--- config.mk ---
export PLATFORM = sky130hd
export DESIGN_NAME = f1_reaction_timer
export DESIGN_NICKNAME = d
export VERILOG_FILES = /design/src/rtl/f1_reaction_timer.sv
export SDC_FILE = /design/constraint.sdc
export NUM_CORES = 1
export LEC_CHECK = 0
export CAP_MARGIN = 30
export CORE_MARGIN = 2
export CORE_UTILIZATION = 35
export CTS_CLUSTER_SIZE = 10
export DETAILED_ROUTE_END_ITERATION = 8
export SYNTH_ARGS = -nofsm -noshare
export SYNTH_HDL_FRONTEND = slang
export SYNTH_SLANG_ARGS = --single-unit
--- constraint.sdc ---
create_clock -name clk -period 3.7 [get_ports clk]
set_input_delay 0.37 -clock clk [delete_from_list [all_inputs] [get_ports clk]]
set_output_delay 0.37 -clock clk [all_outputs]
set_load 0.1 [all_outputs]
--- src/rtl/f1_reaction_timer.sv ---
// f1_reaction_timer
//   Controller that sits downstream of the F1 start-light sequencer. It
//   requests a light sequence, waits until every light is lit, holds for a
//   pseudo-random number of ms ticks, then signals lights-out and measures
//   the driver's reaction time in ticks. Pressing the button before
//   lights-out is reported as a false start.
//
// Configuration macro:
//   F1_BTN_SYNC_EN  when defined, the raw button goes through a two-flop
//                   synchronizer before edge detection (press-to-capture
//                   latency 3 clk). When undefined, a single register forms
//                   the edge detector (latency 1 clk).
//
// Ports:
//   clk           system clock
//   rst           synchronous active-high reset
//   tick          one-cycle enable, one per ms
//   trigger       start request (level), honoured in IDLE/DONE only
//   button        raw driver reaction button
//   lights_in     light pattern from the sequencer (all-ones = all lit)
//   cmd_seq       high in SEQ; AND with tick externally to enable sequencer
//   lights_out    high in TIMING
//   time_ms       measured reaction ticks, held until the next trigger
//   result_valid  one-cycle pulse, reaction (or timeout) captured
//   false_start   one-cycle pulse, button pressed before lights-out
module f1_reaction_timer #(
  parameter int D_WIDTH   = 8,
  parameter int LFSR_W    = 7,
  parameter int CNT_W     = 16,
  parameter int MIN_DELAY = 8
) (
  input  logic               clk,
  input  logic               rst,
  input  logic               tick,
  input  logic               trigger,
  input  logic               button,
  input  logic [D_WIDTH-1:0] lights_in,
  output logic               cmd_seq,
  output logic               lights_out,
  output logic [CNT_W-1:0]   time_ms,
  output logic               result_valid,
  output logic               false_start
);

  // The shared delay/reaction counter must also hold LFSR + MIN_DELAY, so it
  // is widened when CNT_W alone is too narrow for the hold delay.
  localparam int CTR_W = (CNT_W > LFSR_W + 1) ? CNT_W : LFSR_W + 1;
  localparam logic [CTR_W-1:0] C_SAT    = CTR_W'((64'd1 << CNT_W) - 64'd1);
  localparam logic [CTR_W-1:0] C_SAT_M1 = C_SAT - CTR_W'(1);
  localparam logic [CTR_W-1:0] C_MIN    = CTR_W'(MIN_DELAY);
  localparam logic [CTR_W-1:0] C_ONE    = CTR_W'(1);

  typedef enum logic [2:0] {
    S_IDLE, S_SEQ, S_HOLD, S_TIMING, S_DONE
  } state_t;

  state_t             r_state, w_state_next;
  logic [LFSR_W-1:0]  r_lfsr;
  logic [CTR_W-1:0]   r_cnt, w_cnt_next;
  logic [CNT_W-1:0]   r_time, w_time_next;
  logic               r_result_valid, w_result_valid_next;
  logic               r_false_start, w_false_start_next;
  logic               r_btn_q;
  logic               w_btn_edge;

`ifdef F1_BTN_SYNC_EN
  logic [1:0] r_btn_sync;

  always_ff @(posedge clk) begin
    if (rst) begin
      r_btn_sync <= 2'b00;
      r_btn_q    <= 1'b0;
    end else begin
      r_btn_sync <= {r_btn_sync[0], button};
      r_btn_q    <= r_btn_sync[1];
    end
  end

  assign w_btn_edge = r_btn_sync[1] & ~r_btn_q;
`else
  always_ff @(posedge clk) begin
    if (rst) r_btn_q <= 1'b0;
    else     r_btn_q <= button;
  end

  assign w_btn_edge = button & ~r_btn_q;
`endif

  // Fibonacci LFSR, x^7 + x^3 + 1, free-running so the sample taken on HOLD
  // entry depends on how long the sequencer took.
  always_ff @(posedge clk) begin
    if (rst) r_lfsr <= LFSR_W'(1);
    else     r_lfsr <= {r_lfsr[LFSR_W-2:0], r_lfsr[LFSR_W-1] ^ r_lfsr[2]};
  end

  always_ff @(posedge clk) begin
    if (rst) begin
      r_state        <= S_IDLE;
      r_cnt          <= '0;
      r_time         <= '0;
      r_result_valid <= 1'b0;
      r_false_start  <= 1'b0;
    end else begin
      r_state        <= w_state_next;
      r_cnt          <= w_cnt_next;
      r_time         <= w_time_next;
      r_result_valid <= w_result_valid_next;
      r_false_start  <= w_false_start_next;
    end
  end

  always_comb begin
    w_state_next        = r_state;
    w_cnt_next          = r_cnt;
    w_time_next         = r_time;
    w_result_valid_next = 1'b0;
    w_false_start_next  = 1'b0;
    case (r_state)
      S_IDLE: begin
        if (trigger) w_state_next = S_SEQ;
      end
      S_SEQ: begin
        if (w_btn_edge) begin
          w_state_next       = S_DONE;
          w_false_start_next = 1'b1;
          w_time_next        = '0;
        end else if (lights_in == {D_WIDTH{1'b1}}) begin
          w_state_next = S_HOLD;
          w_cnt_next   = CTR_W'(r_lfsr) + C_MIN;
        end
      end
      S_HOLD: begin
        // A press always beats expiry on the same edge.
        if (w_btn_edge) begin
          w_state_next       = S_DONE;
          w_false_start_next = 1'b1;
          w_time_next        = '0;
        end else if (tick) begin
          if (r_cnt == C_ONE) begin
            w_state_next = S_TIMING;
            w_cnt_next   = '0;
          end else begin
            w_cnt_next = r_cnt - C_ONE;
          end
        end
      end
      S_TIMING: begin
        if (w_btn_edge) begin
          w_state_next        = S_DONE;
          w_time_next         = r_cnt[CNT_W-1:0];
          w_result_valid_next = 1'b1;
        end else if (tick) begin
          // The tick that brings the counter to all-ones ends the run.
          if (r_cnt >= C_SAT_M1) begin
            w_state_next        = S_DONE;
            w_cnt_next          = C_SAT;
            w_time_next         = '1;
            w_result_valid_next = 1'b1;
          end else begin
            w_cnt_next = r_cnt + C_ONE;
          end
        end
      end
      S_DONE: begin
        if (trigger) begin
          w_state_next = S_SEQ;
          w_time_next  = '0;
        end
      end
      default: w_state_next = S_IDLE;
    endcase
  end

  assign cmd_seq      = (r_state == S_SEQ);
  assign lights_out   = (r_state == S_TIMING);
  assign time_ms      = r_time;
  assign result_valid = r_result_valid;
  assign false_start  = r_false_start;

endmodule

## Word-level counts from Yosys, hierarchy flattened

Index checks and enable logic that the tools add are counted.

| storage, ports and cells | value |
|---|---|
| register bits after elaboration | 45 |
| input bits | 13 |
| output and inout port bits | 20 |
| word-level logic and storage cells | 75 |

| cells by class | value |
|---|---|
| add/subtract/negate cells | 3 |
| order comparisons | 1 |
| equality and inequality tests | 20 |
| multiplexer cells | 29 |
| bitwise gates (word level) | 5 |
| reductions and logical operators | 10 |

Operator list:

| kind | number |
|---|---|
| 16-bit 2-to-1 mux | 13 |
| 16-bit one-hot mux with 3 select lines | 2 |
| 3-bit 2-to-1 mux | 9 |
| 16-bit by 1-bit adder with 16-bit output, second input constant | 1 |
| 16-bit by 1-bit equality test with 1-bit output, second input constant | 1 |
| 16-bit greater-or-equal comparator, second input constant | 1 |
| 16-bit by 1-bit subtractor with 16-bit output, second input constant | 1 |
| 2-bit inequality test, second input constant | 6 |
| 3-bit one-hot mux with 4 select lines | 1 |
| 7-bit by 4-bit adder with 8-bit output, second input constant | 1 |
| 8-bit equality test, second input constant | 1 |
| 2-bit OR reduction | 4 |
| 7-bit AND reduction | 1 |
| 3-bit by 2-bit equality test with 1-bit output, second input constant | 2 |
| 2-bit by 1-bit inequality test with 1-bit output, second input constant | 3 |
| 3-bit by 1-bit inequality test with 1-bit output, second input constant | 2 |
| 3-bit inequality test, second input constant | 2 |
| 6-bit AND reduction | 1 |
| 3-bit nonzero test | 2 |
| 5-bit AND reduction | 1 |
| 1-bit 2-to-1 mux | 4 |
| 3-bit by 1-bit equality test with 1-bit output, second input constant | 1 |
| 3-bit equality test, second input constant | 1 |
| 3-bit zero test | 1 |
| 4 further kinds | 6 |

## Longest topological paths before layout

| depth | value |
|---|---|
| word-level depth | 5 |
| mapped depth | 9 |
| gate-level depth less buffers | 7 |

## Worst setup path before layout

OpenSTA, ideal clock, no wires.

| path | value |
|---|---|
| kind | register to register |
| start point | register r_cnt[1] |
| end point | register r_cnt[14] |
| library setup time | 0.079 ns |
| arrival time | 2.476 ns |
| data required time | 3.621 ns |
| setup slack | 1.146 ns |
| cell stages (with the launch flop) | 10 |
| buffers on the path | 2 |
| clock period less this slack | 2.554 ns |
| path through | dfxtp_1 -> clkbuf_1 -> inv_1 -> ha_1 -> or4b_2 -> or2_2 -> clkbuf_1 -> or3_2 -> xor2_1 -> o211ai_1 |

| between the ends | value |
|---|---|
| word-level cells in the longest chain between the ends | 5 |
| elaborated cells between the ends (all ways) | 11 |
| those cells by class | 2 x add/sub; 1 x order compare; 1 x eq/ne; 7 x mux |

Ends and longest elaborated chain:

| item | line | text |
|---|---|---|
| start, declared | 59 | `logic [CTR_W-1:0] r_cnt, w_cnt_next;` |
| start signal, assigned | 105 | `r_cnt <= w_cnt_next;` |
| 16-bit by 1-bit adder with 16-bit output, or another cell as far along | 160 | `w_cnt_next = r_cnt + C_ONE;` |
| 16-bit 2-to-1 mux (on tied branches) | 154, 139 |  |
| 16-bit 2-to-1 mux (on tied branches) | 152, 138 |  |
| 16-bit 2-to-1 mux (on tied branches) | 148, 134 |  |
| 16-bit one-hot mux with 3 select lines (*) | 118 | `case (r_state)` |

Every way passes the cells marked *; elsewhere a longest branch is shown, timed or not. The select of a mux whose other input is x is not followed.
A chain may end at the register's enable or synchronous reset.

## Worst setup path after layout

| path | value |
|---|---|
| start point | register r_state[0] |
| end point | output port cmd_seq |

| between the ends | value |
|---|---|
| word-level cells in the longest chain between the ends | 1 |

Ends and longest elaborated chain:

| item | line | text |
|---|---|---|
| start, declared | 57 | `state_t r_state, w_state_next;` |
| start signal, assigned | 104 | `r_state <= w_state_next;` |
| 3-bit by 1-bit equality test with 1-bit output | 174 | `assign cmd_seq = (r_state == S_SEQ);` |
| end, declared | 38 | `output logic cmd_seq,` |

No other way between the ends.

==> impl_metrics.toml <==
[cts]
cts_hold_buf = 0
cts_tree = "done"
clk_latency_ns = 0.31
cts_resized = 0
htree_levels = 2
post-cts-setup-buffers = 0
cts_buffer_depth = 2
cts_root_buf = "clkbuf_8"
cts.clk_slew.worst_paths_ns = 0.10
cts_made_buffers = 5
clock-sinks = 45

[synth]
syn_nets = 343
synthMuxAreaShare = 0.0220
synth-compound-area-share = 0.265
netlist_area_sq_mm = 0.00285
synth_top_area_cell = "dfxtp_1"
synthAdderAreaFrac = 0.0255
yosys-top-cells-count = "45 x dfxtp_1, 19 x nand2_1, 18 x nor2_1, 18 x o21ai_0"
ys_top_cells_by_area = "dfxtp_1 32%, o221a_2 6.3%, o21ai_0 3.2%"
synthSimpleGateAreaFrac = 0.260
synth_top_flop_cell = "dfxtp_1"
yosysSeqAreaShare = 0.317
synthXorXnorAreaFrac = 0.0369
yosysUniqueCellTypes = 69
ys_async_sr_fraction = 0
syn_inst = 325
ys_ff_latch = 45
yosys_warnings = 0
synth_edf_count = 0
synth_top_family_by_area = "compound AO/OA/AOI/OAI gates"
synth_top_area_share = 0.317
avgSynthCellArea_sq_um = 8.75
synth.most_common_cell = "dfxtp_1"

[die]
core_sq_mm = 0.00781
io_pins = 33
die_h_um = 94.2
die_w_um = 94.2
rows = 32
initial_core_util = 0.364
die-area_sq_mm = 0.00887

[sta]
setup_violations = 0
fin_skew_ns = 0.0144
worst_pin_slew_ns = 0.980
period_minus_slack_ns = 2.83
max_freq_mhz = 353
fin_ws_ns = 0.871
whs_ns = 0.486
fin_crit_sh = 0.765
finalHoldViolCount = 0
finalMaxSlewViolations = 0
tns_ns = 0
slew_headroom = 0.344
rsz0062_at_grt = "no"

[pwr]
p_per_area_mw_per_mm2 = 493
p_leak_nw = 1.15
ir_worst_vdd_mv = 0.204

[drt]
num_vias = 2787
post_drt_wl_per_cell_um = 19.2
drc = 0
drt_iter0_drc = 222
drtAntennaViolNets = 0
dr.pass1.iters = 5
wirelength_mm = 8.60
via_per_inst = 6.22

[global_routing]
grt_antenna_before_repair = 0
grt_pass1_vias = 2698
grt_first_pass_wirelength_mm = 14.1
grt_max_degree = 22
track_usage = 0.203
grt_overflow = 0

[outcome]
status = "completed"

[cells_and_area]
fill_cells = 801
drive_gt1_frac = 0.159
nNetsFinal = 363
multi_input_area_sq_mm = 0.00174
antenna_cells = 0
syn_to_final_growth_pct = 15.0
final_cells = 448
regArea_sq_um = 901
final_util = 0.419

[critical_path]
max_stage_delay_ns = 1.14
crit_type = "flop to primary output"
crit_arrival_ns = 2.46
cp-start-kind = "flop"
crit_chain = "nand2b_1 -> nor2_1 -> clkdlybuf4s50_1"
crit_family = "buffers and inverters"
ff2ff_path_depth = 7
crit_cells = 3
end_kind = "primary output"
cp_slowest_cell = "clkdlybuf4s50_1"
cp_num_buf_inv = 1
cp.required_ns = 3.33
worst-path-max-fanout = 15

[worst_hold_path]
holdCritPathClass = "flop to flop"
worstHoldPathCells = 1

[placed_design]
finalWeightedCongestion = 0.955
place_hpwl_mm = 6.14
placedCellCount = 440
numPortBuffers = 32
post-place-ws_ns = 0.940

[flow_run]
cap_violations = 0
## final cells by class
cell class	count	share of cell area
clock inverter	3	0.00765
tap	102	0.0390
clock buffer	5	0.0210
inverter	8	0.00918
timing repair buffer	40	0.115
multi-input combinational	245	0.532
sequential	45	0.275
## through the flow
stage,area [sq um],total power [mW]
2_1_floorplan,2850,1.16
3_3_place_gp,3180,1.29
3_5_place_dp,3180,1.29
4_1_cts,3270,1.61
5_1_grt,3270,1.69
6_report,3270,1.61
## state kept, by name (all words and copies together), names as in the netlist
register,count
false_start,1
r_btn_q,1
r_cnt,16
r_lfsr,7
r_state,3
result_valid,1
time_ms,16
## final timing paths
kind	end	slack, ns	startpoint
worst max-delay path	cmd_seq	0.87	r_state[0]$_SDFFE_PP0P_
worst min-delay path	r_lfsr[2]$_SDFF_PP0_	0.49	r_lfsr[1]$_SDFF_PP0_
worst max register to register	r_cnt[14]$_SDFFE_PP0P_	0.94	r_cnt[1]$_SDFFE_PP0P_
worst min register to register	r_lfsr[2]$_SDFF_PP0_	0.49	r_lfsr[1]$_SDFF_PP0_
## cells by family (layout without fill, tap and decap cells)
kind of cell,Yosys count,count (layout)
simple gates,123,123
compound gates,98,98
flops,45,45
buf+inv,35,56
xor+xnor,12,12
fa+ha+maj,6,6
mux,6,6
## routing by layer
layer | vias to the layer above | share of wire | global-route usage
met5 | - | 0 | 0
met4 | 0 | 0.016 | 0.0737
met3 | 18 | 0.077 | 0.0353
met2 | 139 | 0.44 | 0.308
met1 | 1327 | 0.46 | 0.287
li1 | 1303 | - | -
## power by group
part	switching (mW)	internal, mW
sequential	0.0693	0.526
clock	0.191	0.138
combinational	0.467	0.222
## placed cells by master, fill, tap and decap left out, types with 3 or more instances in the layout
master           instances
clkdlybuf4s50_1         31
o221a_2                 16
dfxtp_1                 45
o21ai_0                 18
buf_4                    9
a31oi_1                  6
a311oi_1                 5
a221oi_1                 3
xnor2_1                  8
clkinv_1                 3
or3_1                    3
nand3_1                  8
nor2b_1                 11
o31ai_1                  3
nor2_1                  18
nand2b_1                 4
a41oi_1                  4
nor3_1                  12
nand2_1                 19
o32ai_1                  3
mux2i_1                  4
o211ai_1                 8
xor2_1                   4
or2_2                    5
clkbuf_8                 5
ha_1                     5
inv_1                    5
a21oi_1                 13
nand4_1                  9
nor4_1                   6
No activity file was read; power rests on OpenSTA's default activity.
